File: config.mk
export PLATFORM = sky130hd
export DESIGN_NAME = priority_arbiter4
export DESIGN_NICKNAME = d
export VERILOG_FILES = /design/src/rtl/priority_arbiter4.sv
export SDC_FILE = /design/constraint.sdc
export NUM_CORES = 1
export LEC_CHECK = 0
export ABC_AREA = 1
export BUFFER_PORTS_ARGS = -buffer_cell sky130_fd_sc_hd__buf_2
export CORE_MARGIN = 10
export CORE_UTILIZATION = 57
export DETAILED_ROUTE_END_ITERATION = 10
export GPL_ROUTABILITY_DRIVEN = 0
export PLACE_DENSITY = 0.76
export SETUP_SLACK_MARGIN = 0.02
export SLEW_MARGIN = 40
export SYNTH_ARGS = -nofsm -noshare
export SYNTH_HDL_FRONTEND = slang
export SYNTH_SLANG_ARGS = --single-unit
File: constraint.sdc
create_clock -name clk -period 5.6 [get_ports clk]
set_input_delay 0.84 -clock clk [delete_from_list [all_inputs] [get_ports clk]]
set_output_delay 0.84 -clock clk [all_outputs]
set_load 0.005 [all_outputs]
File: src/rtl/priority_arbiter4.sv
// Four-requester priority arbiter with round-robin tie-break, hold-time limit
// and registered one-hot grant.
module priority_arbiter4 #(
    parameter int MAX_HOLD = 8
) (
    input  logic       clk,
    input  logic       rst,
    input  logic [3:0] req,
    input  logic [7:0] prio,
    output logic [3:0] grant,
    output logic [1:0] owner,
    output logic       busy
);

    typedef enum logic {
        ST_IDLE  = 1'b0,
        ST_GRANT = 1'b1
    } state_t;

    localparam logic [7:0] HOLD_MAX = 8'(MAX_HOLD);

    state_t     state_r;
    logic [7:0] hcnt_r;
    logic [1:0] last_r;

    logic [3:0] others_s;
    logic [3:0] cand_s;
    logic [1:0] winner_s;
    logic       take_s;
    logic       drop_s;
    logic       hold_s;

    // Scan from last+1 onward; strict '>' keeps the first tied candidate in scan order.
    function automatic logic [1:0] pick_winner(input logic [3:0] cand,
                                               input logic [7:0] pr,
                                               input logic [1:0] last);
        logic [1:0] idx;
        logic [1:0] best_idx;
        logic [1:0] best_pr;
        logic       found;
        best_idx = last;
        best_pr  = 2'd0;
        found    = 1'b0;
        for (int k = 1; k <= 4; k++) begin
            idx = last + 2'(k);
            if (cand[idx] && (!found || (pr[{idx, 1'b0} +: 2] > best_pr))) begin
                found    = 1'b1;
                best_idx = idx;
                best_pr  = pr[{idx, 1'b0} +: 2];
            end else begin
                found    = found;
            end
        end
        return best_idx;
    endfunction

    // Candidate set: everyone from idle, everyone except the owner on a handover.
    always_comb begin
        others_s = req & ~(4'b0001 << owner);
        if (state_r == ST_IDLE) begin
            cand_s = req;
        end else begin
            cand_s = others_s;
        end
        winner_s = pick_winner(cand_s, prio, last_r);
    end

    // Decide this edge's action: new grant, release to idle, or keep holding.
    always_comb begin
        take_s = 1'b0;
        drop_s = 1'b0;
        hold_s = 1'b0;
        case (state_r)
            ST_IDLE: begin
                if (req != 4'b0000) begin
                    take_s = 1'b1;
                end else begin
                    take_s = 1'b0;
                end
            end
            ST_GRANT: begin
                if (!req[owner]) begin
                    if (others_s != 4'b0000) begin
                        take_s = 1'b1;
                    end else begin
                        drop_s = 1'b1;
                    end
                end else if ((hcnt_r >= HOLD_MAX) && (others_s != 4'b0000)) begin
                    take_s = 1'b1;
                end else begin
                    hold_s = 1'b1;
                end
            end
            default: begin
                drop_s = 1'b1;
            end
        endcase
    end

    // Arbiter state and registered outputs.
    always_ff @(posedge clk or negedge rst) begin
        if (!rst) begin
            state_r <= ST_IDLE;
            grant   <= 4'b0000;
            owner   <= 2'd0;
            busy    <= 1'b0;
            hcnt_r  <= 8'd0;
            last_r  <= 2'd3;
        end else if (take_s) begin
            state_r <= ST_GRANT;
            grant   <= 4'b0001 << winner_s;
            owner   <= winner_s;
            busy    <= 1'b1;
            hcnt_r  <= 8'd1;
            last_r  <= winner_s;
        end else if (drop_s) begin
            state_r <= ST_IDLE;
            grant   <= 4'b0000;
            busy    <= 1'b0;
        end else if (hold_s) begin
            hcnt_r  <= (hcnt_r < HOLD_MAX) ? (hcnt_r + 8'd1) : hcnt_r;
        end else begin
            hcnt_r  <= hcnt_r;
        end
    end

endmodule

## Yosys cells after proc, flatten, opt, wreduce, memory -nomap -nowiden

Cells that the tools add are included.

- Eq/ne operators: 1
- Multiply operators: 0
- Bitwise operators: 3
- Shift-type cells: 6
- Divide/modulo/power cells: 0
- Add/subtract/negate cells: 4
- Multiplexer cells: 40
- $lt $le $gt $ge: 10
- Reduce and logical (&&, ||, !) cells: 16

Operator list:

| cell | count |
|---|---|
| 8-bit 2-to-1 mux | 4 |
| 8-bit by 4-bit indexed part select with 2-bit output | 4 |
| 1-bit 2-to-1 mux | 20 |
| 2-bit by 3-bit < comparator with 1-bit output (second input constant) | 5 |
| 2-bit 2-to-1 mux | 7 |
| 4-bit 2-to-1 mux | 3 |
| 1-bit binary-select mux with 2-bit select | 5 |
| 8-bit by 1-bit adder with 8-bit output (second input constant) | 1 |
| 8-bit by 4-bit >= comparator with 1-bit output (second input constant) | 1 |
| 8-bit by 4-bit < comparator with 1-bit output (second input constant) | 1 |
| 4-bit nonzero test | 2 |
| 1-bit by 2-bit left shift with 4-bit output (first input constant) | 2 |
| 2-bit > comparator | 3 |
| 2-bit nonzero test | 3 |
| 2-bit adder (second input constant) | 2 |
| 4-bit bitwise AND | 1 |
| 1-bit logical AND | 4 |
| 4-bit NOT | 1 |
| 1-bit logical NOT | 3 |
| 1-bit logical OR | 3 |
| 3-bit AND reduction | 1 |
| 2-bit by 1-bit adder with 2-bit output (second input constant) | 1 |
| 2-bit inequality test (second input constant) | 1 |
| 1-bit case mux with 2 select lines | 1 |
| 1-bit NOT | 1 |

- RAM bits: 0
- Logic and storage cells: 85
- Input port bits: 14
- Output and inout bits: 7
- ROM bits: 0
- Memories: 0
- Bits in registers: 17
- Latch bits: 0

## Longest topological paths before layout

Gate-level depths: netlist of run 1.

- Depth in word-level cells: 21
- Depth in mapped cells: 35
- Mapped depth without buffers: 35

## Worst setup path before layout of run 1

OpenSTA, ideal clock, no wires.

- Path kind: input port to flip-flop
- Start point: input req[0]
- End point: register grant[1]
- Setup slack: 1.588 ns
- Data arrival time: 3.947 ns
- Stages: 33
- Library setup time: 0.065 ns
- Cell sequence: o21ai_1 -> nand3_1 -> nand3_1 -> nand2_2 -> o211ai_1 -> ha_1 -> inv_1 -> nor2_1 -> o21ai_0 -> nand2_2 -> nand2_4 -> nand2_1 -> o21ai_0 -> ha_1 -> inv_1 -> nor2_1 -> o21ai_0 -> nand2_2 -> nand2_2 -> nand2_1 -> o21ai_0 -> ha_1 -> inv_1 -> nor2_1 -> o21ai_0 -> nand2_1 -> nand2_2 -> nand2_2 -> nand2_2 -> nand2_2 -> nor2_2 -> nand2_1 -> nand2_1

- Longest elaborated chain between the ends: 19

RTL lines:

| element | line | source |
|---|---|---|
| start, declared | 8 | `input logic [3:0] req,` |
| 4-bit bitwise AND | 59 | `others_s = req & ~(4'b0001 << owner);` |
| 4-bit 2-to-1 mux | 60 | `if (state_r == ST_IDLE) begin` |
| 1-bit binary-select mux with 2-bit select | 46 | `if (cand[idx] && (!found \|\| (pr[{idx, 1'b0} +: 2] > best_pr))) begin` |
| 1-bit 2-to-1 mux (implied by the code) | 46 |  |
| 2-bit 2-to-1 mux / 1-bit 2-to-1 mux (equally long branches) | 46 |  |
| 2-bit > comparator / 1-bit logical NOT (equally long branches) | 46 |  |
| 1-bit logical OR | 46 |  |
| 1-bit logical AND | 46 |  |
| (+3 left out) | - |  |
| 1-bit logical AND | 46 |  |
| 2-bit 2-to-1 mux / 1-bit 2-to-1 mux (equally long branches) | 46 |  |
| 2-bit > comparator / 1-bit logical NOT (equally long branches) | 46 |  |
| 1-bit logical OR | 46 |  |
| 1-bit logical AND | 46 |  |
| 2-bit 2-to-1 mux | 46 |  |
| 1-bit by 2-bit left shift with 4-bit output | 111 | `grant <= 4'b0001 << winner_s;` |
| 4-bit 2-to-1 mux | 109 | `end else if (take_s) begin` |
| end signal, assigned | 111 |  |
| end, declared | 10 | `output logic [3:0] grant,` |

Several ways; a longest one is shown, not always the timed one. The select of a mux whose other input is x is not followed.
A chain may end at the register's enable or synchronous reset.

## Worst setup path in the final report of run 1

- Start point: register last_r[0]
- End point: register owner[0]

- Longest elaborated chain between the ends: 16

RTL lines:

| element | line | source |
|---|---|---|
| start, declared | 24 | `logic [1:0] last_r;` |
| start signal, assigned | 115 | `last_r <= winner_s;` |
| branches (longest 15 deep; another with 2-bit by 1-bit adder with 2-bit output) | - |  |
| 2-bit 2-to-1 mux (*) | 46 |  |
| end signal, assigned | 112 | `owner <= winner_s;` |
| end, declared | 11 | `output logic [1:0] owner,` |

Mark *: on every way between the ends. The select of a mux whose other input is x is not followed.

==> impl_metrics.tcl, run 1 <==
set metrics [dict create \
    hold_viol 0 \
    crit_arrival_ns 4.76 \
    ys_seq_area_share_pct 28.72 \
    route.vias.total 1407 \
    antenna_cells 0 \
    cts_max_path_buffers 2 \
    synth_top_area_cell "dfrtp_1" \
    tightest_slew_ns 0.7464 \
    required_ns 5.76 \
    dpl.cell_count 269 \
    clk_pin_slew_ns 0.09 \
    stdcell_count 273 \
    cp.buffers_inverters 4 \
    setup-violations-final 0 \
    gr-total-overflow 0 \
    ys_async_sr_fraction_pct 100.0 \
    die_area_um2 5059 \
    yosysWarnings 0 \
    fin_ws_ns 0.9974 \
    post_cts_buffers 0 \
    antenna_found_initial 0 \
    synth-edff-count 0 \
    die_w_um 71.13 \
    syn_inst 224 \
    netlist_area_um2 1490 \
    slowest_delay_ns 0.78 \
    drtIter0Drc 94 \
    timing.max_cap.violations 0 \
    start_kind "flip-flop" \
    synthTopCellsByArea "dfrtp_1, nand2_1, ha_1, o21ai_0, inv_1" \
    start_util_pct 60.15 \
    drive_above_1_share_pct 20.58 \
    fp-row-count 18 \
    root_buffer "clkbuf_4" \
    grt_pass1_vias 1273 \
    cts_tree "built" \
    synthMostInstantiatedCell "nand2_1" \
    synth_seq_cells 17 \
    hold_class "input pin to async pin" \
    post_synth_num_cell_types 32 \
    ios 21 \
    grt_use_total_pct 12.11 \
    worstSetupEndpointType "flip-flop" \
    synth.avg_cell_area_um2 6.653 \
    maxClockFrequency_mhz 217.3 \
    cpMaxStageDelayCell "dfstp_2" \
    final_nets 266 \
    status "finished clean" \
    period_minus_slack_ns 4.603 \
    setup.worst_path.class "flip-flop to flip-flop" \
    setup-tns-final_ns 0 \
    core_area_um2 2477 \
    synth_nets 246 \
    post_cts_resized 0 \
    rsz0062_at_grt "no" \
    cp_top_family "simple AND/OR/NAND/NOR gates" \
    drt_wl_total_mm 3.036 \
    die_h_um 71.13 \
    area_growth_pct 8.145 \
    synth_top_area_share_pct 25.19 \
    fin_worst_skew_ns 0.001196 \
    yosys_most_used_dff "dfrtp_1" \
    port-buffer-count 20 \
    grt_max_degree 19 \
    place.detailed.hpwl_mm 2.525 \
    clock-sinks 17 \
    htreeDepth 1 \
    drcViolationCount 0 \
    dr.pass1.iters 4 \
    vias_per_cell 5.154 \
    crit_fanout 18 \
    drv_slew 0 \
    numCtsBuffers 3 \
    maxSlewHeadroom_pct 50.06 \
    pre_cts_ws_ns 0.9900 \
    clock_latency_ns 0.29 \
    grt_pass1_wl_mm 5.257 \
    ant_nets 0 \
    final.period_utilization_pct 82.19 \
    wl_per_cell_um 11.12 \
    cts_hold_buf 0 \
    yosys-top-cells-count "nand2_1, inv_1, o21ai_0" \
]
[cell type report]
cell class	count	area [um^2]
Timing Repair Buffer	21	107.6
Inverter	28	105.1
Clock buffer	3	22.52
Sequential cell	17	427.9
Tap cell	30	37.54
Multi-Input combinational cell	173	905.9
Clock inverter	1	5.005
Fill cell	251	865.8
[path summary, 6_finish.rpt]
kind | startpoint | endpoint | slack, ns | depth (start not counted)
worst max-delay path | last_r[0]$_DFFE_PN1N_ | owner[0]$_DFFE_PN0N_ | 1.0 | 32
worst min-delay path | rst | hcnt_r[6]$_DFFE_PN0P_ | 0.45 | 1
worst max register to register | last_r[0]$_DFFE_PN1N_ | owner[0]$_DFFE_PN0N_ | 1.0 | 32
worst min register to register | hcnt_r[6]$_DFFE_PN0P_ | hcnt_r[6]$_DFFE_PN0P_ | 0.48 | 2
max in group asynchronous | rst | last_r[1]$_DFFE_PN1N_ | 4.84 | 1
min in group clk | hcnt_r[6]$_DFFE_PN0P_ | hcnt_r[6]$_DFFE_PN0P_ | 0.48 | 2
[cells by family (layout without fill, tap and decap cells)]
| kind of cell | after synthesis | count (layout) | synth area share (%) |
|---|---|---|---|
| AO/OA/AOI/OAI | 36 | 36 | 13.94 |
| XOR/XNOR | 2 | 2 | 1.680 |
| adder cells (fa/ha/maj) | 8 | 8 | 6.717 |
| buffers and inverters | 34 | 53 | 10.50 |
| flip-flops | 17 | 17 | 28.72 |
| multiplexers | 2 | 2 | 1.343 |
| AND/OR/NAND/NOR | 125 | 125 | 37.11 |
[per-layer routing]
layer | wire length [um] | global-route usage (%) | vias up
li1 | - | - | 757
met1 | 1390 | 13.60 | 630
met2 | 1542 | 22.65 | 15
met3 | 64 | 1.674 | 5
met4 | 38 | 3.871 | 0
met5 | 0 | 0 | -
[stage by stage]
step / hold slack (ns) / cell area, um^2 / utilization (%)
3_3_place_gp: 0.4594 / 1584 / 63.94
4_1_cts: 0.4529 / 1612 / 65.05
2_1_floorplan: 0.4371 / 1490 / -
5_1_grt: 0.4527 / 1612 / 65.05
6_report: 0.4494 / 1612 / 65.05
3_5_place_dp: 0.4649 / 1584 / 63.94
[state kept, by name (all words and copies together), names as in the netlist]
name	cells
grant	4
hcnt_r	8
last_r	2
state_r	1
owner	2
[layout by cell type, fill, tap and decap left out]
cell type and count:
a211oi_2 1, a21boi_1 1, a21oi_1 1, a22oi_1 1, buf_2 20, buf_4 1, clkbuf_4 3, clkinv_2 1
dfrtp_1 15, dfstp_2 2, ha_1 8, inv_1 23, inv_2 5, mux2i_1 2, nand2_1 75, nand2_2 10
nand2_4 1, nand3_1 15, nand3_2 2, nand3_4 1, nand4_1 1, nor2_1 18, nor2_2 1, nor3_1 1
o211ai_1 1, o21a_1 1, o21ai_0 19, o21ai_1 8, o21ai_2 1, o21bai_1 1, o22a_1 1, xor2_1 1
xor2_2 1
Power of run 1 is left out: the tool's default activity adds up to more than one toggle a clock period on the data nets, which glitch-free logic cannot reach.
==> run 2, diff against run 1 <==
- ABC_AREA: 1 -> 0
- CORE_UTILIZATION: 57 -> 53
- PLACE_DENSITY: 0.76 -> 0.74
- clock period: 5.6 -> 4.1 ns (I/O delays scaled with it)
==> run 2 against run 1 <==
Net effect: the flow now finishes with violations (setup timing); global-route usage increased by 4.9 points; routed wire length increased by 78%; sequential cell count unchanged; cell count grew 5.1%; first-iteration DRC count rose by 9.6%; clock skew is 0.0067 ns higher; critical path depth shrank 6; critical path type unchanged; highest routed layer unchanged.
==> impl_metrics.tcl, run 2 <==
set metrics [dict create \
    required_ns 4.30 \
    reg.largest.list "hcnt_r: 8 flops, grant: 4 flops" \
    numCtsBuffers 3 \
    synth.avg_cell_area_um2 9.824 \
    drtIter0Drc 103 \
    clock-sinks 17 \
    drive_above_1_share_pct 51.85 \
    drt_wl_total_mm 5.411 \
    start_kind "flip-flop" \
    ys_async_sr_fraction_pct 100.0 \
    period_minus_slack_ns 5.555 \
    fin_worst_skew_ns 0.007865 \
    route.vias.total 1742 \
    synth-edff-count 0 \
    hold_class "input pin to async pin" \
    synth_top_area_cell "dfrtp_1" \
    setup.worst_path.class "flip-flop to flip-flop" \
    multiInputGateArea_um2 1370 \
    gr-total-overflow 0 \
    synth_top_area_share_pct 21.83 \
    grt_use_total_pct 17.00 \
    clock_latency_ns 0.29 \
    cts_tree "built" \
    grt_pass1_vias 1817 \
    setup-violations-final 8 \
    synthMostInstantiatedCell "dfrtp_1" \
    maxClockFrequency_mhz 180.0 \
    die_h_um 76.96 \
    drcViolationCount 0 \
    violations "setup timing" \
    die_w_um 76.96 \
    ios 21 \
    yosysWarnings 0 \
    ant_nets 0 \
    die_area_um2 5922 \
    tightest_slew_ns 0.6311 \
    dpl.cell_count 265 \
    stdcell_count 287 \
    syn_inst 175 \
    final_nets 266 \
    final.period_utilization_pct 135.5 \
    start_util_pct 55.85 \
    antenna_cells 0 \
    synth_seq_cells 17 \
    crit_arrival_ns 5.75 \
    layout_commonest_cell "buf_4" \
    status "finished with violations" \
    netlist_area_um2 1719 \
    wl_per_cell_um 18.85 \
    ys_seq_area_share_pct 24.89 \
    vias_per_cell 6.070 \
    layout_common_cells "buf_4, buf_2, dfrtp_1" \
    fillers 195 \
    yosys_most_used_dff "dfrtp_1" \
    port-buffer-count 20 \
    hold_viol 0 \
    fin_ws_ns -1.455 \
    antenna_found_initial 0 \
    grt_max_degree 18 \
    largest_register "hcnt_r" \
    crit_fanout 8 \
    core_area_um2 3078 \
    worstSetupEndpointType "flip-flop" \
    htreeDepth 1 \
    dr.pass1.iters 4 \
    area_growth_pct 41.34 \
    drv_slew 0 \
    yosys-top-cells-count "dfrtp_1, nand2_1, nor2_1" \
    register_area_um2 427.9 \
    grt_pass1_wl_mm 8.466 \
    cts_max_path_buffers 2 \
    cts_hold_buf 0 \
    maxSlewHeadroom_pct 57.48 \
    post_synth_num_cell_types 62 \
    largest_reg_flops 8 \
    timing.max_cap.violations 0 \
    synthTopCellsByArea "dfrtp_1, ha_1, mux2i_1, mux4_2, mux2_2" \
    place.detailed.hpwl_mm 3.716 \
    synth_nets 197 \
    fp-row-count 20 \
    clk_pin_slew_ns 0.10 \
    root_buffer "clkbuf_4" \
    rsz0062_at_grt "yes" \
]
## run 2: changes by cell type after synthesis, sizes merged, moves of 4 or more
cell and change:
mux2 +6, nor2 -7, nand2 -73, nand3 -13, a31oi +4, o21ai -13, inv -20, and2 +4
o211ai +5, mux4 +5, mux2i +7
## run 2: cell families after synthesis
family	synth area share, %
compound gates	25.40
simple gates	15.50
mux	15.94
buf+inv	6.841
flops	24.89
xor+xnor	5.605
fa+ha+maj	5.823
## run 2: layout make-up
cell class / instances / share of cell area [%]
multi-input cells: 141 / 56.39
clock buffers: 4 / 1.081
flip-flops and latches: 17 / 17.61
inverters: 8 / 1.236
well taps: 44 / 2.266
repair buffers: 73 / 21.42
## run 2: stage by stage
stage          cell area [um^2]  TNS (ns)  worst slack (ns)  util [%]  hold WS (ns)
2_1_floorplan              1809    -7.144           -0.9963         -        0.3194
3_5_place_dp               2156    -10.45            -1.422     70.04        0.4703
3_3_place_gp               2156    -9.220            -1.262     70.04        0.4611
6_report                   2430    -11.11            -1.455     78.94        0.2236
5_1_grt                    2430    -13.12            -1.705     78.94        0.2291
4_1_cts                    2313    -9.552            -1.301     75.16        0.2330
## run 2: routing by layer
| layer | global-route usage [%] | share of wire, % | vias up |
|---|---|---|---|
| met1 | 19.43 | 42 | 861 |
| met3 | 3.846 | 5.0 | 16 |
| met2 | 29.43 | 50 | 65 |
| met5 | 0 | 0 | - |
| met4 | 7.435 | 3.0 | 0 |
| li1 | - | - | 800 |
## run 2: timing repair
item                                   CTS  global route
setup endpoints to repair                8             8
buffers inserted                         8             9
endpoints found under the hold margin    0             0
pin swaps                               15            21
gates resized for setup                 10            12
## run 2: final timing paths
check                                      start               endpoint  slack, ns  cells past startpoint
min in group clk           hcnt_r[4]$_DFFE_PN0P_  hcnt_r[4]$_DFFE_PN0P_       0.50                      1
min                                          rst  hcnt_r[3]$_DFFE_PN0P_       0.22                      1
max                        last_r[0]$_DFFE_PN1N_   grant[3]$_DFFE_PN0P_      -1.45                     26
min reg2reg                hcnt_r[4]$_DFFE_PN0P_  hcnt_r[4]$_DFFE_PN0P_       0.50                      1
max reg2reg                last_r[0]$_DFFE_PN1N_   grant[3]$_DFFE_PN0P_      -1.45                     26
max in group asynchronous                    rst  last_r[0]$_DFFE_PN1N_       3.55                      1
## run 2: critical path, cell delays in order (launching register included)
cell	delay [ns]
dfstp_2	0.56
buf_12	0.14
buf_12	0.12
mux4_2	0.55
ha_4	0.29
nor2b_4	0.13
o21ai_2	0.07
o21ai_2	0.07
a21boi_4	0.24
mux2_4	0.34
ha_4	0.27
buf_4	0.10
nand3_1	0.11
o21ai_2	0.10
o311ai_1	0.12
and3_4	0.23
o21ai_4	0.15
nand2_1	0.07
o21ai_1	0.10
ha_1	0.27
nor2b_4	0.15
o21ai_4	0.17
a21boi_1	0.09
o211ai_1	0.33
o311ai_4	0.22
xor2_2	0.23
o31ai_2	0.21
Power of run 2 is left out for the same reason.
